<file path="src/rtl/m_p2s_stream.sv">
// Parallel-to-serial transmitter: WORD-bit words in over valid/ready, one bit every CLKS_PER_BIT clocks out.
// Optional macro P2S_PARITY_EN appends an even-parity bit after the data bits of each frame.
module m_p2s_stream #(
    parameter int WORD         = 8,
    parameter int CLKS_PER_BIT = 1
) (
    input  logic            clk,
    input  logic            reset,
    input  logic [WORD-1:0] data_in,
    input  logic            lsb_first,
    input  logic            in_valid,
    output logic            in_ready,
    output logic            ser_o,
    output logic            ser_valid,
    output logic            frame_start,
    output logic            frame_done,
    output logic            busy
);
    localparam int BW = $clog2(WORD + 1);
    localparam int CW = (CLKS_PER_BIT > 1) ? $clog2(CLKS_PER_BIT) : 1;

    typedef enum logic [1:0] {IDLE, SHIFT, PARITY} state_t;

    state_t            state, state_n;
    logic [WORD-1:0]   shreg, shreg_n;
    logic              dir, dir_n;
    logic [BW-1:0]     bit_cnt, bit_cnt_n;
    logic [CW-1:0]     clk_cnt, clk_cnt_n;
    logic [WORD-1:0]   buf_data, buf_data_n;
    logic              buf_lsb, buf_lsb_n;
    logic              buf_full, buf_full_n;
    logic              ser_o_n, ser_valid_n;
`ifdef P2S_PARITY_EN
    logic              par, par_n;
`endif

    logic              bit_end, last_data, accept, frame_end, load;
    logic [WORD-1:0]   load_data;
    logic              load_lsb;

    // Handshake: a word moves on a rising edge with in_valid && in_ready;
    // in_ready depends only on the holding buffer, never on in_valid.
    assign in_ready = !buf_full;
    assign accept   = in_valid && in_ready;
    assign busy     = (state != IDLE) || buf_full;

    assign bit_end   = (clk_cnt == CW'(CLKS_PER_BIT - 1));
    assign last_data = (bit_cnt == BW'(WORD - 1));
`ifdef P2S_PARITY_EN
    assign frame_end = (state == PARITY) && bit_end;
`else
    assign frame_end = (state == SHIFT) && last_data && bit_end;
`endif
    assign frame_done  = frame_end;
    assign frame_start = (state == SHIFT) && (bit_cnt == BW'(0)) && (clk_cnt == CW'(0));

    always_comb begin
        state_n     = state;
        shreg_n     = shreg;
        dir_n       = dir;
        bit_cnt_n   = bit_cnt;
        clk_cnt_n   = clk_cnt;
        buf_data_n  = buf_data;
        buf_lsb_n   = buf_lsb;
        buf_full_n  = buf_full;
        ser_o_n     = ser_o;
        ser_valid_n = ser_valid;
`ifdef P2S_PARITY_EN
        par_n       = par;
`endif
        load      = 1'b0;
        load_data = data_in;
        load_lsb  = lsb_first;

        case (state)
            IDLE: begin
                if (accept) load = 1'b1;
            end
            SHIFT: begin
                if (!bit_end) begin
                    clk_cnt_n = clk_cnt + CW'(1);
                end else begin
                    clk_cnt_n = CW'(0);
                    if (!last_data) begin
                        bit_cnt_n = bit_cnt + BW'(1);
                        ser_o_n   = dir ? shreg[0] : shreg[WORD-1];
                        shreg_n   = dir ? (shreg >> 1) : (shreg << 1);
                    end
`ifdef P2S_PARITY_EN
                    else begin
                        state_n = PARITY;
                        ser_o_n = par;
                    end
`endif
                end
            end
            default: begin
                clk_cnt_n = bit_end ? CW'(0) : clk_cnt + CW'(1);
            end
        endcase

        // At a frame boundary the buffered word wins; otherwise a word offered
        // on that same edge goes straight into the shifter with no gap.
        if (frame_end) begin
            if (buf_full) begin
                load       = 1'b1;
                load_data  = buf_data;
                load_lsb   = buf_lsb;
                buf_full_n = 1'b0;
            end else if (accept) begin
                load = 1'b1;
            end else begin
                state_n     = IDLE;
                ser_valid_n = 1'b0;
                ser_o_n     = 1'b0;
                bit_cnt_n   = BW'(0);
                clk_cnt_n   = CW'(0);
            end
        end else if ((state != IDLE) && accept) begin
            buf_data_n = data_in;
            buf_lsb_n  = lsb_first;
            buf_full_n = 1'b1;
        end

        if (load) begin
            state_n     = SHIFT;
            dir_n       = load_lsb;
            ser_o_n     = load_lsb ? load_data[0] : load_data[WORD-1];
            shreg_n     = load_lsb ? (load_data >> 1) : (load_data << 1);
            bit_cnt_n   = BW'(0);
            clk_cnt_n   = CW'(0);
            ser_valid_n = 1'b1;
`ifdef P2S_PARITY_EN
            par_n       = ^load_data;
`endif
        end
    end

    always_ff @(posedge clk or negedge reset) begin
        if (!reset) begin
            state     <= IDLE;
            shreg     <= '0;
            dir       <= 1'b0;
            bit_cnt   <= '0;
            clk_cnt   <= '0;
            buf_data  <= '0;
            buf_lsb   <= 1'b0;
            buf_full  <= 1'b0;
            ser_o     <= 1'b0;
            ser_valid <= 1'b0;
`ifdef P2S_PARITY_EN
            par       <= 1'b0;
`endif
        end else begin
            state     <= state_n;
            shreg     <= shreg_n;
            dir       <= dir_n;
            bit_cnt   <= bit_cnt_n;
            clk_cnt   <= clk_cnt_n;
            buf_data  <= buf_data_n;
            buf_lsb   <= buf_lsb_n;
            buf_full  <= buf_full_n;
            ser_o     <= ser_o_n;
            ser_valid <= ser_valid_n;
`ifdef P2S_PARITY_EN
            par       <= par_n;
`endif
        end
    end
endmodule

</file>
<file path="config.mk">
export PLATFORM = sky130hd
export DESIGN_NAME = m_p2s_stream
export DESIGN_NICKNAME = d
export VERILOG_FILES = /design/src/rtl/m_p2s_stream.sv
export SDC_FILE = /design/constraint.sdc
export NUM_CORES = 1
export LEC_CHECK = 0
export BUFFER_PORTS_ARGS = -buffer_cell sky130_fd_sc_hd__buf_4
export CAP_MARGIN = 20
export CORE_MARGIN = 2
export CORE_UTILIZATION = 35
export DETAILED_ROUTE_END_ITERATION = 8
export MAX_ROUTING_LAYER = met4
export SYNTH_ARGS = -nofsm -noshare
export SYNTH_HDL_FRONTEND = slang
export SYNTH_SLANG_ARGS = --single-unit
export TNS_END_PERCENT = 100
</file>
<file path="constraint.sdc">
create_clock -name clk -period 1.6 [get_ports clk]
set_input_delay 0.08 -clock clk [delete_from_list [all_inputs] [get_ports clk]]
set_output_delay 0.08 -clock clk [all_outputs]
set_load 0.02 [all_outputs]
</file>
==> impl_metrics.toml, run 1 <==
[sta]
fin_crit_sh_pct = 108
drv_slew = 0
fin_skew_ns = 0.00349
timing.final.hold_violations = 0
max-slew-margin-rel_pct = 71.4
period_needed_ns = 1.73
rsz0062_at_grt = "yes"
tightest_slew_ns = 0.429
setup_violations = 20
fmax_mhz = 577
fin_setup_tns_ns = -1.35
fin_ws_ns = -0.134

[clock_network]
clk_path_buf_depth = 2
cts-htree-levels = 1
cts_tree = "done"
clkSinkCount = 26
cts-root-buf = "clkbuf_8"
clk_latency_ns = 0.28
cts_buffers = 3
worst_setup_hold_path_clk_slew_ns = 0.10

[worst_hold_path]
hold_class = "input port to flip-flop"

[run]
drv_cap = 0

[layout]
drive_above_1_share_pct = 56.9
instances_no_fill = 249
area_growth_pct = 46.0
fillCellCount = 361
fin_area_mm2 = 0.00230
final_nets = 212
antenna_cells = 0
final_util_pct = 52.9

[floorplanning]
die_h_um = 71.2
die_area_mm2 = 0.00506
coreArea_mm2 = 0.00435
rows = 24
start_util_pct = 36.3
die_w_um = 71.2
top_level_ports = 18

[synthesis]
synthArstFlopShare_pct = 100
synth_area_leaders = "dfrtp_1 41%, a22oi_1 10%, mux2_2 6.4%, mux2i_1 5.1%, o32a_2 3.6%"
synth_fp_nets = 166
synth_top_area_share_pct = 41.2
synth_edf_count = 0
syn-cell-area_mm2 = 0.00158
synthCells = 152
yosysWarnings = 0
synth-seq-area-share_pct = 41.2
yosys.area.top_type = "dfrtp_1"
ys_seq_elements = 26
synth.most_common_cell = "dfrtp_1"
synth_ff_type = "dfrtp_1"
synth_common_cells = "26 x dfrtp_1, 22 x a22oi_1, 11 x o21ai_0"
synth_area_per_cell_um2 = 10.4
synth_cell_types = 39

[grt]
antenna_found_initial = 0
grt_pass1_wl_mm = 7.47
grt_pass1_vias = 1508
grt_max_degree = 27
grtUsageTotal_pct = 19.0
grt_overflow_total = 0

[placement]
place.gp.congestion = 0.855
placedInstanceArea_mm2 = 0.00191
dp.cells = 238
dp_hpwl_mm = 2.93
io_buffer_count = 17

[drt]
vias = 1460
wl_per_cell_um = 17.6
routed_wl_mm = 4.38
firstDrtPassIters = 4
via_per_inst = 5.86
drtIter0Drc = 91
ant_nets = 0
drc = 0

[power]
irDropWorstVdd_mv = 1.32
powerDensity_mw_per_mm2 = 1990
p_total_mw = 4.59
leakage_nw = 0.961

[worst_setup_path]
cp-start-kind = "flip-flop"
crit_arrival_ns = 1.96
crit_type = "flip-flop to flip-flop"
crit_required_ns = 1.83
end_kind = "flip-flop"
crit_path_max_fanout = 8

[status]
status = "complete, but fails checks"
violations = "negative setup slack"
layer usage:
metal	vias to the layer above	GRT usage [%]	part of all wire, %
met3	13	1.71	3.9
met5	-	-	0
met2	56	29.6	48
li1	671	-	-
met1	720	25.2	45
met4	0	8.39	2.9
per-stage QoR:
step | setup WS [ns] | hold slack, ns
4_1_cts | -0.0961 | 0.0468
3_3_place_gp | -0.181 | 0.00570
2_1_floorplan | -0.102 | -0.216
6_report | -0.134 | 0.0457
3_5_place_dp | -0.202 | 0.00844
5_1_grt | -0.172 | 0.0474
cells by family after synthesis:
family,synth area share [%]
AO/OA/AOI/OAI,24.7
AND/OR/NAND/NOR,14.3
flip-flops,41.2
adder cells (fa/ha/maj),1.58
multiplexers,11.5
buffers and inverters,5.55
XOR/XNOR,1.11
final cells by class:
class | count | area [µm²] | area share [%]
Inverter | 5 | 18.8 | 0.814
Sequential cell | 26 | 652 | 28.3
Tap cell | 52 | 65.1 | 2.82
Multi-Input combinational cell | 112 | 1080 | 47.1
Clock inverter | 1 | 30.0 | 1.30
Clock buffer | 3 | 41.3 | 1.79
Timing Repair Buffer | 50 | 413 | 17.9
where the power goes:
part	internal [mW]	switching (mW)	leakage, nW
sequential	0.993	0.297	0.309
clock	0.336	0.229	0.0357
combinational	1.48	1.26	0.616
total	2.81	1.79	0.961
timing repair:
item | in CTS | in global routing
endpoints found under the hold margin | 26 | 0
setup buffers | 3 | 3
setup endpoints to repair | 24 | 24
pin swaps | 25 | 6
gates resized for setup | 45 | 7
hold buffers | 1 | 0
worst max-delay path, cell delays in order, from the launching register on:
cell	delay, ns
dfrtp_1	0.40
or3b_4	0.45
or3_4	0.42
a22oi_1	0.24
o32a_2	0.16
path summary, 6_finish.rpt:
| path | cells past startpoint | to | startpoint | slack [ns] |
|---|---|---|---|---|
| setup reg to reg | 4 | shreg[4] | clk_cnt | -0.13 |
| hold / removal | 2 | buf_data[0] | data_in[0] | 0.05 |
| setup / recovery | 4 | shreg[4] | clk_cnt | -0.13 |
| max in group asynchronous | 2 | ser_valid | reset | 1.10 |
| hold reg to reg | 1 | buf_data[3] | buf_data[3] | 0.52 |
| min in group asynchronous | 2 | buf_full | reset | 0.23 |
sequential cells by signal, summed over array words and instances (netlist names):
signal	flops
dir	1
buf_full	1
buf_lsb	1
clk_cnt	1
ser_valid	1
bit_cnt	4
ser_o	1
buf_data	8
shreg	8
layout by cell type, fill, tap and decap left out, types with 3 or more instances in the layout:
cell type   n
a22oi_1    11
a22oi_2    11
buf_4      42
buf_6       6
clkbuf_8    3
dfrtp_1    25
inv_1       5
mux2_2      9
mux2i_1     8
nand2_1     7
nand2b_1    3
nand3_1     8
nor2_1      3
o21ai_0     3
o21ai_2     3
o21ai_4     5
o32a_2      5
Note: power is estimated with default switching activity, not from simulation.
==> inputs of run 2 (changes only) <==
--- a/config.mk
+++ b/config.mk
@@ -5,9 +5,9 @@
 export SDC_FILE = /design/constraint.sdc
 export NUM_CORES = 1
 export LEC_CHECK = 0
+export ABC_CLOCK_PERIOD_IN_PS = 1600
 export BUFFER_PORTS_ARGS = -buffer_cell sky130_fd_sc_hd__buf_4
 export CAP_MARGIN = 20
-export CORE_MARGIN = 2
 export CORE_UTILIZATION = 35
 export DETAILED_ROUTE_END_ITERATION = 8
 export MAX_ROUTING_LAYER = met4
==> impl_metrics.toml, run 2 (synthesis results as in run 1) <==
[worst_setup_path]
path_buf_inv = 1
ff2ff_path_depth = 5
crit_type = "flip-flop to flip-flop"
startpoint = "bit_cnt[3]"
crit_required_ns = 1.77
crit_path_top_delay_cell = "or3b_4"
crit_arrival_ns = 1.90
end_kind = "flip-flop"
cp.depth = 5
path_cells = "or3b_4 > buf_12 > o21ai_4 > a22oi_2 > o32a_2"
crit_path_max_fanout = 8
cp_slowest_stage_delay_ns = 0.45
cp-start-kind = "flip-flop"
r2r_end = "shreg[5]"
r2r_start = "bit_cnt[3]"
path_delay_family = "compound AO/OA/AOI/OAI gates"
rrSetupSlack_ns = -0.13

[layout]
final_nets = 206
area_growth_pct = 45.4
drive_above_1_share_pct = 55.5
fillCellCount = 369
final_cell_mix = "33 x buf_4, 25 x dfrtp_1, 12 x a22oi_1"
reg_top3 = "buf_data (8), shreg (8), bit_cnt (4)"
final_util_pct = 52.7
antenna_cells = 0
final_common_cell = "buf_4"

[sta]
drv_slew = 0
period_needed_ns = 1.73
rsz0062_at_grt = "yes"
tightest_slew_ns = 0.433
fin_skew_ns = 0.00788
fin_setup_tns_ns = -1.17
timing.final.hold_violations = 0
fin_crit_sh_pct = 108
fmax_mhz = 579
setup_violations = 19
max-slew-margin-rel_pct = 71.2
fin_ws_ns = -0.126

[power]
powerDensity_mw_per_mm2 = 2010
irDropWorstVdd_mv = 0.803
leakage_nw = 0.977
p_total_mw = 4.62

[grt]
grt_pass1_wl_mm = 7.65
grt_pass1_vias = 1476
antenna_found_initial = 0
grt_max_degree = 27
grtUsageTotal_pct = 20.5
grt_overflow_total = 0

[floorplanning]
die_w_um = 69.2
rows = 24
coreArea_mm2 = 0.00435
die_h_um = 69.2
top_level_ports = 18
die_area_mm2 = 0.00478
start_util_pct = 36.3

[drt]
wl_per_cell_um = 18.4
routed_wl_mm = 4.47
firstDrtPassIters = 4
via_per_inst = 5.60
drtIter0Drc = 41
ant_nets = 0
vias = 1361
drc = 0

[clock_network]
clkSinkCount = 26
clk_path_buf_depth = 2
worst_setup_hold_path_clk_slew_ns = 0.10
cts-root-buf = "clkbuf_8"
cts_tree = "done"
clk_latency_ns = 0.28
cts-htree-levels = 1
cts_buffers = 3

[placement]
io_buffer_count = 17
pre_cts_slack_ns = -0.179
dp_hpwl_mm = 3.05
place.gp.congestion = 0.868

[run]
drv_cap = 0

[worst_hold_path]
whs_endpoint = "buf_data[1]"
hold_depth = 2
hold_start = "data_in[1]"
hold_class = "input port to flip-flop"

[status]
status = "complete, but fails checks"
violations = "negative setup slack"
run 2: repair_timing:
item / 4_1_cts / 5_1_grt
pin swaps: 21 / 6
hold endpoints to repair: 26 / 0
gates resized for setup: 58 / 8
cloned: 1 / 0
hold buffers: 1 / 0
buffers inserted: 1 / 1
setup endpoints to repair: 23 / 22
run 2: worst max-delay path by stage:
stage	endpoint
after global placement	shreg[5]
after global routing	shreg[5]
after floorplan	shreg[2]
after detailed placement	shreg[5]
final	shreg[5]
after CTS	shreg[3]
run 2: final cells by class:
| cell class | count | area, µm² | area share, % |
|---|---|---|---|
| timing repair buffer | 44 | 379 | 16.5 |
| clock buffer | 3 | 41.3 | 1.80 |
| inverter | 5 | 18.8 | 0.817 |
| sequential | 26 | 652 | 28.4 |
| multi-input combinational | 112 | 1110 | 48.3 |
| clock inverter | 1 | 30.0 | 1.31 |
| tap | 52 | 65.1 | 2.83 |
run 2: where the power goes:
group	switching [mW]	internal, mW
Clock	0.227	0.335
Sequential	0.317	0.993
Combinational	1.27	1.49
run 2: worst register-to-register path, stage by stage (launching register included):
cell	delay [ns]
dfrtp_1	0.39
or3b_4	0.45
buf_12	0.17
o21ai_4	0.15
a22oi_2	0.08
o32a_2	0.39
run 2: stage by stage:
stage	instance area [µm²]	cells	hold slack, ns
floorplan	1600	152	-0.216
global placement	1900	236	0.0108
detailed placement	1900	236	0.0175
CTS	2260	242	0.0406
global route	2300	243	0.0316
finish	2300	243	0.0412
run 2: metal layers:
layer	vias up	share of wire, %	track usage (%)
met5	-	0	-
met4	0	2.0	8.84
met3	9	2.1	1.75
met2	24	49	32.3
met1	665	47	27.2
li1	663	-	-
